===== src/rtl/shared_reg_arbiter_pkg.sv =====
// Shared definitions for the shared-register write arbiter.
// Contents:
//   sr_state_t  - arbiter FSM states (IDLE, GRANT, COMMIT)
//   MAX_REQ     - largest supported requester count
//   MAX_IDX_W   - index width that covers MAX_REQ requesters
//   IDX_W       - index width for the default four-requester build
//   onehot()    - index to one-hot decode, MAX_REQ bits wide
package shared_reg_pkg;

  typedef enum logic [1:0] {
    IDLE   = 2'd0,
    GRANT  = 2'd1,
    COMMIT = 2'd2
  } sr_state_t;

  localparam int MAX_REQ     = 16;
  localparam int MAX_IDX_W   = 4;
  localparam int NUM_REQ_DEF = 4;
  localparam int IDX_W       = $clog2(NUM_REQ_DEF);

  // The caller slices the low NUM_REQ bits from the result.
  function automatic logic [MAX_REQ-1:0] onehot(input logic [MAX_IDX_W-1:0] idx);
    logic [MAX_REQ-1:0] v;
    v      = '0;
    v[idx] = 1'b1;
    return v;
  endfunction

endpackage


===== src/rtl/shared_reg_arbiter_if.sv =====
// Bus between the write requesters and the shared-register arbiter.
// Signals:
//   req    - per-requester write request (level)
//   wdata  - requester k data in bits [k*DATA_W +: DATA_W]
//   gnt    - registered one-hot grant
//   done   - one-cycle pulse when a write has been committed
//   owner  - index of the current or last granted requester
//   busy   - arbiter is in a grant/commit sequence
//   q      - shared register contents
// Modports:
//   master - requester side (drives req/wdata)
//   slave  - arbiter side (drives gnt/done/owner/busy/q)
interface shared_reg_arbiter_if
  import shared_reg_pkg::*;
#(
  parameter int NUM_REQ = 4,
  parameter int DATA_W  = 8
);

  localparam int SEL_W = (NUM_REQ > 1) ? $clog2(NUM_REQ) : 1;

  logic [NUM_REQ-1:0]        req;
  logic [NUM_REQ*DATA_W-1:0] wdata;
  logic [NUM_REQ-1:0]        gnt;
  logic                      done;
  logic [SEL_W-1:0]          owner;
  logic                      busy;
  logic [DATA_W-1:0]         q;

  modport master (
    output req,
    output wdata,
    input  gnt,
    input  done,
    input  owner,
    input  busy,
    input  q
  );

  modport slave (
    input  req,
    input  wdata,
    output gnt,
    output done,
    output owner,
    output busy,
    output q
  );

endinterface


===== src/rtl/shared_reg_arbiter_rr_pick.sv =====
// Combinational round-robin selector.
// Picks the first asserted request above 'last', wrapping around to bit 0.
// Ports:
//   req   in   NUM_REQ  request vector
//   last  in   SEL_W    index granted most recently (lowest priority now)
//   any   out  1        at least one request is pending
//   idx   out  SEL_W    index of the winning request (0 when any=0)
module rr_pick
  import shared_reg_pkg::*;
#(
  parameter int NUM_REQ = 4,
  parameter int SEL_W   = 2
) (
  input  logic [NUM_REQ-1:0] req,
  input  logic [SEL_W-1:0]   last,
  output logic               any,
  output logic [SEL_W-1:0]   idx
);

  logic [NUM_REQ-1:0]   above;
  logic [2*NUM_REQ-1:0] dbl;

  // Lower half holds only the requests strictly above 'last'; upper half
  // holds all requests and catches the wrap-around. The lowest set bit of
  // the doubled vector is the round-robin winner.
  always_comb begin
    for (int i = 0; i < NUM_REQ; i++) begin
      above[i] = (i > int'(last));
    end
    dbl = {req, req & above};
    any = |req;
    idx = '0;
    // Scan downward so that the lowest set bit is written last and wins.
    for (int i = 2*NUM_REQ-1; i >= 0; i--) begin
      if (dbl[i]) begin
        idx = (i >= NUM_REQ) ? SEL_W'(i - NUM_REQ) : SEL_W'(i);
      end
    end
  end

endmodule


===== src/rtl/shared_reg_arbiter.sv =====
// Shared-register write arbiter.
// Shares one DATA_W-bit register between NUM_REQ requesters. One requester
// is granted at a time in round-robin order; its data is loaded into the
// register one cycle after the grant, provided it still holds its request.
// Ports:
//   clk  in   single clock, rising edge
//   rst  in   asynchronous active-high reset
//   bus  slave modport of shared_reg_arbiter_if
//        (req, wdata in; gnt, done, owner, busy, q out)
module shared_reg_arbiter
  import shared_reg_pkg::*;
#(
  parameter int                NUM_REQ   = 4,
  parameter int                DATA_W    = 8,
  parameter logic [DATA_W-1:0] RESET_VAL = '0
) (
  input logic                 clk,
  input logic                 rst,
  shared_reg_arbiter_if.slave bus
);

  localparam int SEL_W = (NUM_REQ > 1) ? $clog2(NUM_REQ) : 1;

  sr_state_t          state_q, state_d;
  logic [SEL_W-1:0]   last_q, last_d;
  logic [SEL_W-1:0]   owner_q, owner_d;
  logic [NUM_REQ-1:0] gnt_q, gnt_d;
  logic               done_q, done_d;
  logic               busy_q, busy_d;
  logic               load;
  logic [DATA_W-1:0]  q_q;
  logic [DATA_W-1:0]  owner_data;

  logic               pick_any;
  logic [SEL_W-1:0]   pick_idx;
  logic [MAX_REQ-1:0] pick_oh;

  rr_pick #(
    .NUM_REQ (NUM_REQ),
    .SEL_W   (SEL_W)
  ) u_pick (
    .req  (bus.req),
    .last (last_q),
    .any  (pick_any),
    .idx  (pick_idx)
  );

  // Only the owner's slice can ever reach the register.
  always_comb begin
    owner_data = bus.wdata[int'(owner_q)*DATA_W +: DATA_W];
  end

  always_comb begin
    state_d = state_q;
    last_d  = last_q;
    owner_d = owner_q;
    gnt_d   = '0;
    done_d  = 1'b0;
    busy_d  = 1'b0;
    load    = 1'b0;
    pick_oh = onehot(MAX_IDX_W'(pick_idx));
    case (state_q)
      IDLE: begin
        if (pick_any) begin
          state_d = GRANT;
          gnt_d   = pick_oh[NUM_REQ-1:0];
          owner_d = pick_idx;
          busy_d  = 1'b1;
        end
      end
      GRANT: begin
        // The owner becomes lowest priority whether it commits or abandons.
        last_d = owner_q;
        if (bus.req[owner_q]) begin
          state_d = COMMIT;
          done_d  = 1'b1;
          busy_d  = 1'b1;
          load    = 1'b1;
        end else begin
          state_d = IDLE;
        end
      end
      COMMIT: begin
        state_d = IDLE;
      end
      default: begin
        state_d = IDLE;
      end
    endcase
  end

  always_ff @(posedge clk or posedge rst) begin
    if (rst) begin
      state_q <= IDLE;
      last_q  <= SEL_W'(NUM_REQ - 1);
      owner_q <= '0;
      gnt_q   <= '0;
      done_q  <= 1'b0;
      busy_q  <= 1'b0;
    end else begin
      state_q <= state_d;
      last_q  <= last_d;
      owner_q <= owner_d;
      gnt_q   <= gnt_d;
      done_q  <= done_d;
      busy_q  <= busy_d;
    end
  end

  // The shared register; reset discards any in-flight write.
  always_ff @(posedge clk or posedge rst) begin
    if (rst) begin
      q_q <= RESET_VAL;
    end else if (load) begin
      q_q <= owner_data;
    end
  end

  assign bus.gnt   = gnt_q;
  assign bus.done  = done_q;
  assign bus.owner = owner_q;
  assign bus.busy  = busy_q;
  assign bus.q     = q_q;

  a_gnt_onehot0: assert property (@(posedge clk) disable iff (rst) $onehot0(gnt_q));
  a_gnt_in_grant: assert property (@(posedge clk) disable iff (rst)
    (gnt_q != '0) |-> (state_q == GRANT));

endmodule


===== src/flat_wrapper.sv =====
// flat-port wrapper written by rule: the top's interface ports become plain ports
module shared_reg_arbiter_flat import shared_reg_pkg::*;
#(
  parameter int                NUM_REQ   = 4,
  parameter int                DATA_W    = 8,
  parameter logic [DATA_W-1:0] RESET_VAL = '0
)
  (clk, rst, bus_req, bus_wdata, bus_gnt, bus_done, bus_owner, bus_busy, bus_q);
  shared_reg_arbiter_if #(.NUM_REQ(NUM_REQ), .DATA_W(DATA_W)) bus_i ();
  input logic clk;
  input logic rst;
  input wire logic [$bits(bus_i.req)-1:0] bus_req;
  input wire logic [$bits(bus_i.wdata)-1:0] bus_wdata;
  output wire logic [$bits(bus_i.gnt)-1:0] bus_gnt;
  output wire logic [$bits(bus_i.done)-1:0] bus_done;
  output wire logic [$bits(bus_i.owner)-1:0] bus_owner;
  output wire logic [$bits(bus_i.busy)-1:0] bus_busy;
  output wire logic [$bits(bus_i.q)-1:0] bus_q;
  assign bus_i.req = bus_req;
  assign bus_i.wdata = bus_wdata;
  assign bus_gnt = bus_i.gnt;
  assign bus_done = bus_i.done;
  assign bus_owner = bus_i.owner;
  assign bus_busy = bus_i.busy;
  assign bus_q = bus_i.q;
  shared_reg_arbiter #(.NUM_REQ(NUM_REQ), .DATA_W(DATA_W), .RESET_VAL(RESET_VAL)) u_core (.clk(clk), .rst(rst), .bus(bus_i));
endmodule

===== config.mk =====
export PLATFORM = sky130hd
export DESIGN_NAME = shared_reg_arbiter_flat
export DESIGN_NICKNAME = d
export VERILOG_FILES = /design/src/rtl/shared_reg_arbiter_pkg.sv /design/src/rtl/shared_reg_arbiter_if.sv /design/src/rtl/shared_reg_arbiter_rr_pick.sv /design/src/rtl/shared_reg_arbiter.sv /design/src/flat_wrapper.sv
export SDC_FILE = /design/constraint.sdc
export NUM_CORES = 1
export LEC_CHECK = 0
export ABC_AREA = 1
export CAP_MARGIN = 30
export CORE_MARGIN = 3
export CORE_UTILIZATION = 30
export DETAILED_ROUTE_END_ITERATION = 8
export PLACE_DENSITY = 0.61
export SYNTH_ARGS = -nofsm -noshare
export SYNTH_HDL_FRONTEND = slang
export SYNTH_SLANG_ARGS = --single-unit

===== constraint.sdc =====
create_clock -name clk -period 1.34 [get_ports clk]
set_input_delay 0.134 -clock clk [delete_from_list [all_inputs] [get_ports clk]]
set_output_delay 0.134 -clock clk [all_outputs]
set_load 0.03 [all_outputs]

== Word-level counts from Yosys, hierarchy flattened ==
Cells that the tools add are included.

* Bits of input ports: 38
* Logic and storage cells: 42
* Register bits: 20

* Shifts and indexed selects: 1
* Reductions and logical operators: 4
* Bitwise logic cells: 1
* Mux-type cells: 21
* $lt $le $gt $ge: 6
* Equal/unequal tests: 2

{| class="wikitable"
|+ Operators by type and width
! operator !! count
|-
| $shiftx A32 B6 Y8 || 1
|-
| $mux W2 || 10
|-
| $mux W4 || 2
|-
| $lt A2 B5 Y1 const B || 1
|-
| $mux W1 || 5
|-
| $and A4 B4 Y4 || 1
|-
| $gt A2 B2 Y1 const A || 2
|-
| $pmux W2 S2 || 1
|-
| $reduce_or A4 Y1 || 1
|-
| $lt A2 B3 Y1 const B || 1
|-
| $bmux W1 S2 || 1
|-
| $demux W1 S2 || 1
|-
| $eq A2 B1 Y1 const B || 1
|-
| $ge A2 B1 Y1 const B || 1
|-
| $gt A1 B2 Y1 const A || 1
|-
| $logic_not A2 Y1 || 1
|-
| $ne A2 B1 Y1 const B || 1
|-
| $pmux W1 S2 || 1
|-
| $reduce_and A2 Y1 || 1
|-
| $logic_and A1 B1 Y1 || 1
|}

== Logic depth before layout (Yosys ltp) ==
* Word-level depth: 14
* Depth in mapped cells: 9
* Gate-level depth less buffers: 9

== Hierarchy ==
Synthesis repeated with hierarchy kept, for this count alone.

* Cell total of the unflattened synthesis: 196
* Area total of the unflattened synthesis: 1270.0 um^2

{| class="wikitable"
|+ Modules (own cells, without submodules)
! module !! instances !! cells each !! area an instance (um^2) !! seq. area each (um^2)
|-
| shared_reg_arbiter || 1 || 175 || 1179.9 || 503.0
|-
| rr_pick || 1 || 21 || 90.1 || 0.0
|}

== Worst setup path after synthesis ==
No wires, ideal clock.

* Path kind: register to register
* From: reg u_core.owner_q[0] (netlist: u_core.bus.owner[0])
* To: reg u_core.q_q[0] (netlist: u_core.bus.q[0])
* Path buffers: 2
* Library setup time: 0.117 ns
* Arrival: 1.175 ns
* Required time: 1.223 ns
* Slack: 0.047 ns
* Stages on the path, launching flop included: 7
* Period minus slack after synthesis: 1.293 ns
* Path through: dfrtp_1 -> buf_6 -> o21ai_2 -> nand3_2 -> buf_6 -> nand3_1 -> nand2_1

* Word-level cells in the longest chain between the ends: 4

{| class="wikitable"
|+ RTL lines
! what !! RTL line !! text
|-
| from (decl) || shared_reg_arbiter.sv:26 || <nowiki>logic [SEL_W-1:0] owner_q, owner_d;</nowiki>
|-
| from (signal assigned) || shared_reg_arbiter.sv:103 || <nowiki>owner_q <= owner_d;</nowiki>
|-
| parallel branches: the longest is 4 deep, another holds $shiftx A32 B6 Y8 || -- ||
|-
| to (signal assigned) || shared_reg_arbiter.sv:115 || <nowiki>q_q <= owner_data;</nowiki>
|-
| to (decl) || shared_reg_arbiter.sv:31 || <nowiki>logic [DATA_W-1:0] q_q;</nowiki>
|}

Parallel ways; which one is timed is not known. The select of a mux whose other input is x is not followed.
A chain may end at the register's enable or synchronous reset.

== Worst setup path after layout ==
* From: reg u_core.owner_q[0] (netlist: u_core.bus.owner[0])
* To: reg u_core.q_q[4] (netlist: u_core.bus.q[4])

Same word-level chain as after synthesis.

==> implementation parameters <==
Parameter                              Value

Synthesis
  Post-synthesis cell type count    21
  Fraction of post-synthesis cell area in the top cell type by area    39.9%
  Synthesized area per cell    7.38 um^2
  Number of warnings reported in the yosys synthesis log    0
  Leading post-synthesis cells by cell area    dfrtp_1 40%, nand2_1 12%, nor2_1 10%
  EDFF count, synth    0
  Number of register bits inferred by synthesis    20
  Async set-or-reset flop fraction in the synthesized netlist    100%
  Mapped Nets    191
  Post-synth design cell area    0.00113 mm^2
  Fraction of the yosys area taken by sequential cells    44.5%
  Library cell with the highest instance count after synthesis    nand2_1
  Gate count after technology mapping    153
  Post-synthesis cell type with the largest combined area    dfrtp_1
  Top_reg_cell synth    dfrtp_1
  Most instantiated cells after synthesis    37 x nand2_1, 30 x nor2_1, 19 x o21ai_0, 18 x dfrtp_1, 10 x nand3_1

Power
  Combinational fraction of design power    58.2%
  Power per cell area    2220 mW/mm^2
  Share of total power in sequential cells    27.2%
  Part of the power in the clock network    14.6%
  Worst vdd rail ir drop    1.42 mV
  Sw Ratio    44.4%
  LEAKAGE    0.893 nW
  Cell internal pwr    0.00226 W
  Psw    0.00180 W

Floorplan
  Die width    67.4 um
  Area of the die    0.00454 mm^2
  Die Ht    67.4 um
  Row cnt    21
  Initial Util    32.6%
  Core region area    0.00347 mm^2
  Top-level I/O count    54

Final layout
  Antenna diodes    0
  Share of layout cells above drive strength 1    14.6%
  Non-filler cells in the finished layout    259
  Fillers    366
  Final nets    252
  Synthesis-to-layout area growth    61.4%

Timing
  Post-route clock skew    0.000830 ns
  Max Fclk    796 MHz
  Max-slew violations    0
  Worst slew pin tran    0.351 ns
  Final Hold Violating Endpoints    0
  Setup ws final    0.0842 ns
  Max-slew headroom at the worst pin    76.6%
  Finish-stage setup viols    0
  Post-route worst hold slack    0.193 ns
  Share of the clock period used by the worst path    93.7%
  RSZ-0062 raised after global routing    false
  Fin crit period    1.26 ns

Clocking
  Maximum root-to-sink buffer count    2
  Clock H-tree levels    1
  Cell at the root of the clock tree    clkbuf_8
  Setup repair bufs after CTS    0
  Total number of clock tree sinks    20
  TritonCTS buffer count    3
  Clock latency reported for the late side of the worst-skew pair    0.25 ns
  Clk pin slew, worst setup/hold paths    0.07 ns
  CTS tree    yes

Min path
  Path category of the worst min-delay check    in -> async

Route
  Detailed-router iteration count before antenna repair    4
  Routed length per instance    11.6 um
  Final routed wirelength across all metal layers    3.01 mm
  DRC violations left    0
  Routed via count    1,183
  Post-DR vias/cell    4.57
  Post-route antenna net violation count    0
  Drt initial violations    33

Critical path
  Startpoint class of the critical path    register
  Top fanout value on the critical path    10
  Minimum setup slack among reg-to-reg paths    0.08 ns
  Reg2reg end    u_core.bus.q[4]
  Setup crit end kind    register
  Arrival @ worst endpoint    1.41 ns
  Highest-delay cell along the critical path    dfrtp_2
  Sequence of cells on the critical path    buf_4 > o21ai_2 > nand2_2 > buf_12 > nand3_1 > nand2_1
  Path type of the worst setup path    reg -> reg
  Critical Path Max Stage Delay    0.46 ns
  Number of cells traversed by the worst register-to-register path    6
  Worst reg2reg startpoint    u_core.bus.owner[0]
  Endpoint required time on the critical path    1.49 ns

Global route
  Gr usage total    14.5%
  Antenna violations before repair    0
  Largest net degree at the start of global routing    21
  Total grt overflow    0
  First-pass GRT wire length    5.06 mm
  Number of global-route vias before repair    1,176

Placement
  Placed cell count    255
  Port Buf Inserts    53
  Place WS    -0.0737 ns
  Estimated wirelength of the detail-placed design    2.43 mm
  RD Place Congestion    0.762

Run status
  Run status    finished clean

Job
  Max cap viols    0
-- flip-flops by register name, summed over array words and instances (netlist names) --
signal	cells
u_core.bus.owner	2
u_core.bus.busy	1
u_core.bus.gnt	4
u_core.state_q	2
u_core.bus.q	8
u_core.bus.done	1
u_core.last_q	2
-- area by class of cell --
cell class | instances | area [um^2] | share of cell area [%]
Clock inverter | 1 | 30.0 | 1.65
Tap cell | 46 | 57.6 | 3.16
Clock buffer | 3 | 41.3 | 2.26
Sequential cell | 20 | 504 | 27.7
Timing Repair Buffer | 63 | 612 | 33.6
Inverter | 10 | 37.5 | 2.06
Multi-Input combinational cell | 116 | 541 | 29.6
-- cell families (layout without fill, tap and decap cells) --
kind of cell    count (synthesis)  after routing  synth area share, %
simple gates                   88             88                 33.9
compound gates                 28             28                 13.1
flops                          20             20                 44.5
buf+inv                        17             77                 8.53
-- routing by layer --
layer	GRT usage [%]	routed length [um]	vias to the layer above
met5	0	0	-
met4	1.52	27	0
met3	4.16	172	4
met2	27.0	1590	38
met1	16.8	1220	533
li1	-	-	608
-- worst max-delay path, delay by kind of cell (launching register included) --
kind,cells,cell delay (ns)
AO/OA/AOI/OAI,1,0.13
buffers and inverters,2,0.32
AND/OR/NAND/NOR,3,0.26
flip-flops,1,0.46
-- cells in the final DEF, fill, tap and decap left out --
cell type,netlist,routed
a21oi_1,1,1
and2_1,1,1
buf_12,0,2
buf_4,2,9
buf_6,3,1
bufinv_16,0,1
clkbuf_8,0,3
clkdlybuf4s50_1,0,37
dfrtp_1,18,17
dfrtp_2,0,1
dfstp_2,2,2
dlygate4sd2_1,0,14
inv_1,8,8
inv_2,2,2
nand2_1,37,37
nand2_2,3,2
nand2_4,0,1
nand3_1,10,10
nand3_2,2,2
nor2_1,30,30
nor2_2,2,1
nor2_4,1,2
o21ai_0,19,17
o21ai_1,6,8
o21ai_2,2,2
or2_0,1,1
or2_1,1,1
-- power by group through the flow --
stage / clock network [W] / logic [W] / registers [W]
2_1_floorplan: 0 / 0.00119 / 0.00147
3_3_place_gp: 0 / 0.00243 / 0.00110
3_5_place_dp: 0 / 0.00248 / 0.00111
4_1_cts: 0.000602 / 0.00236 / 0.00109
5_1_grt: 0.000639 / 0.00264 / 0.00114
6_report: 0.000590 / 0.00236 / 0.00110
-- worst max-delay path by stage --
| stage | start | endpoint | slack [ns] | cells after the start |
|---|---|---|---|---|
| 3_5_place_dp | bus_req[3] | u_core.bus.busy | -0.07 | 6 |
| 6_report | u_core.bus.owner[0] | u_core.bus.q[4] | 0.08 | 6 |
| 4_1_cts | u_core.bus.owner[0] | u_core.bus.q[6] | 0.004 | 6 |
| 5_1_grt | u_core.bus.owner[0] | u_core.bus.q[2] | 0.002 | 6 |
| 3_3_place_gp | bus_req[3] | u_core.bus.busy | -0.03 | 6 |
| 2_1_floorplan | u_core.bus.owner[0] | u_core.bus.q[0] | 0.05 | 6 |
-- repair_timing --
action	4_1_cts	5_1_grt
gates resized for setup	14	6
pin swaps	0	1
setup endpoints to repair	14	8
hold buffers	0	0
-- metrics by stage --
step	power, W	cell area [um^2]	TNS (ns)	util [%]
detailed placement	0.00359	1750	-0.497	50.6
floorplan	0.00266	1130	0	-
global placement	0.00354	1750	-0.200	50.6
finish	0.00405	1820	0	52.6
CTS	0.00406	1810	0	52.1
global route	0.00442	1820	0	52.6
Power figures use the tool's default switching activity.
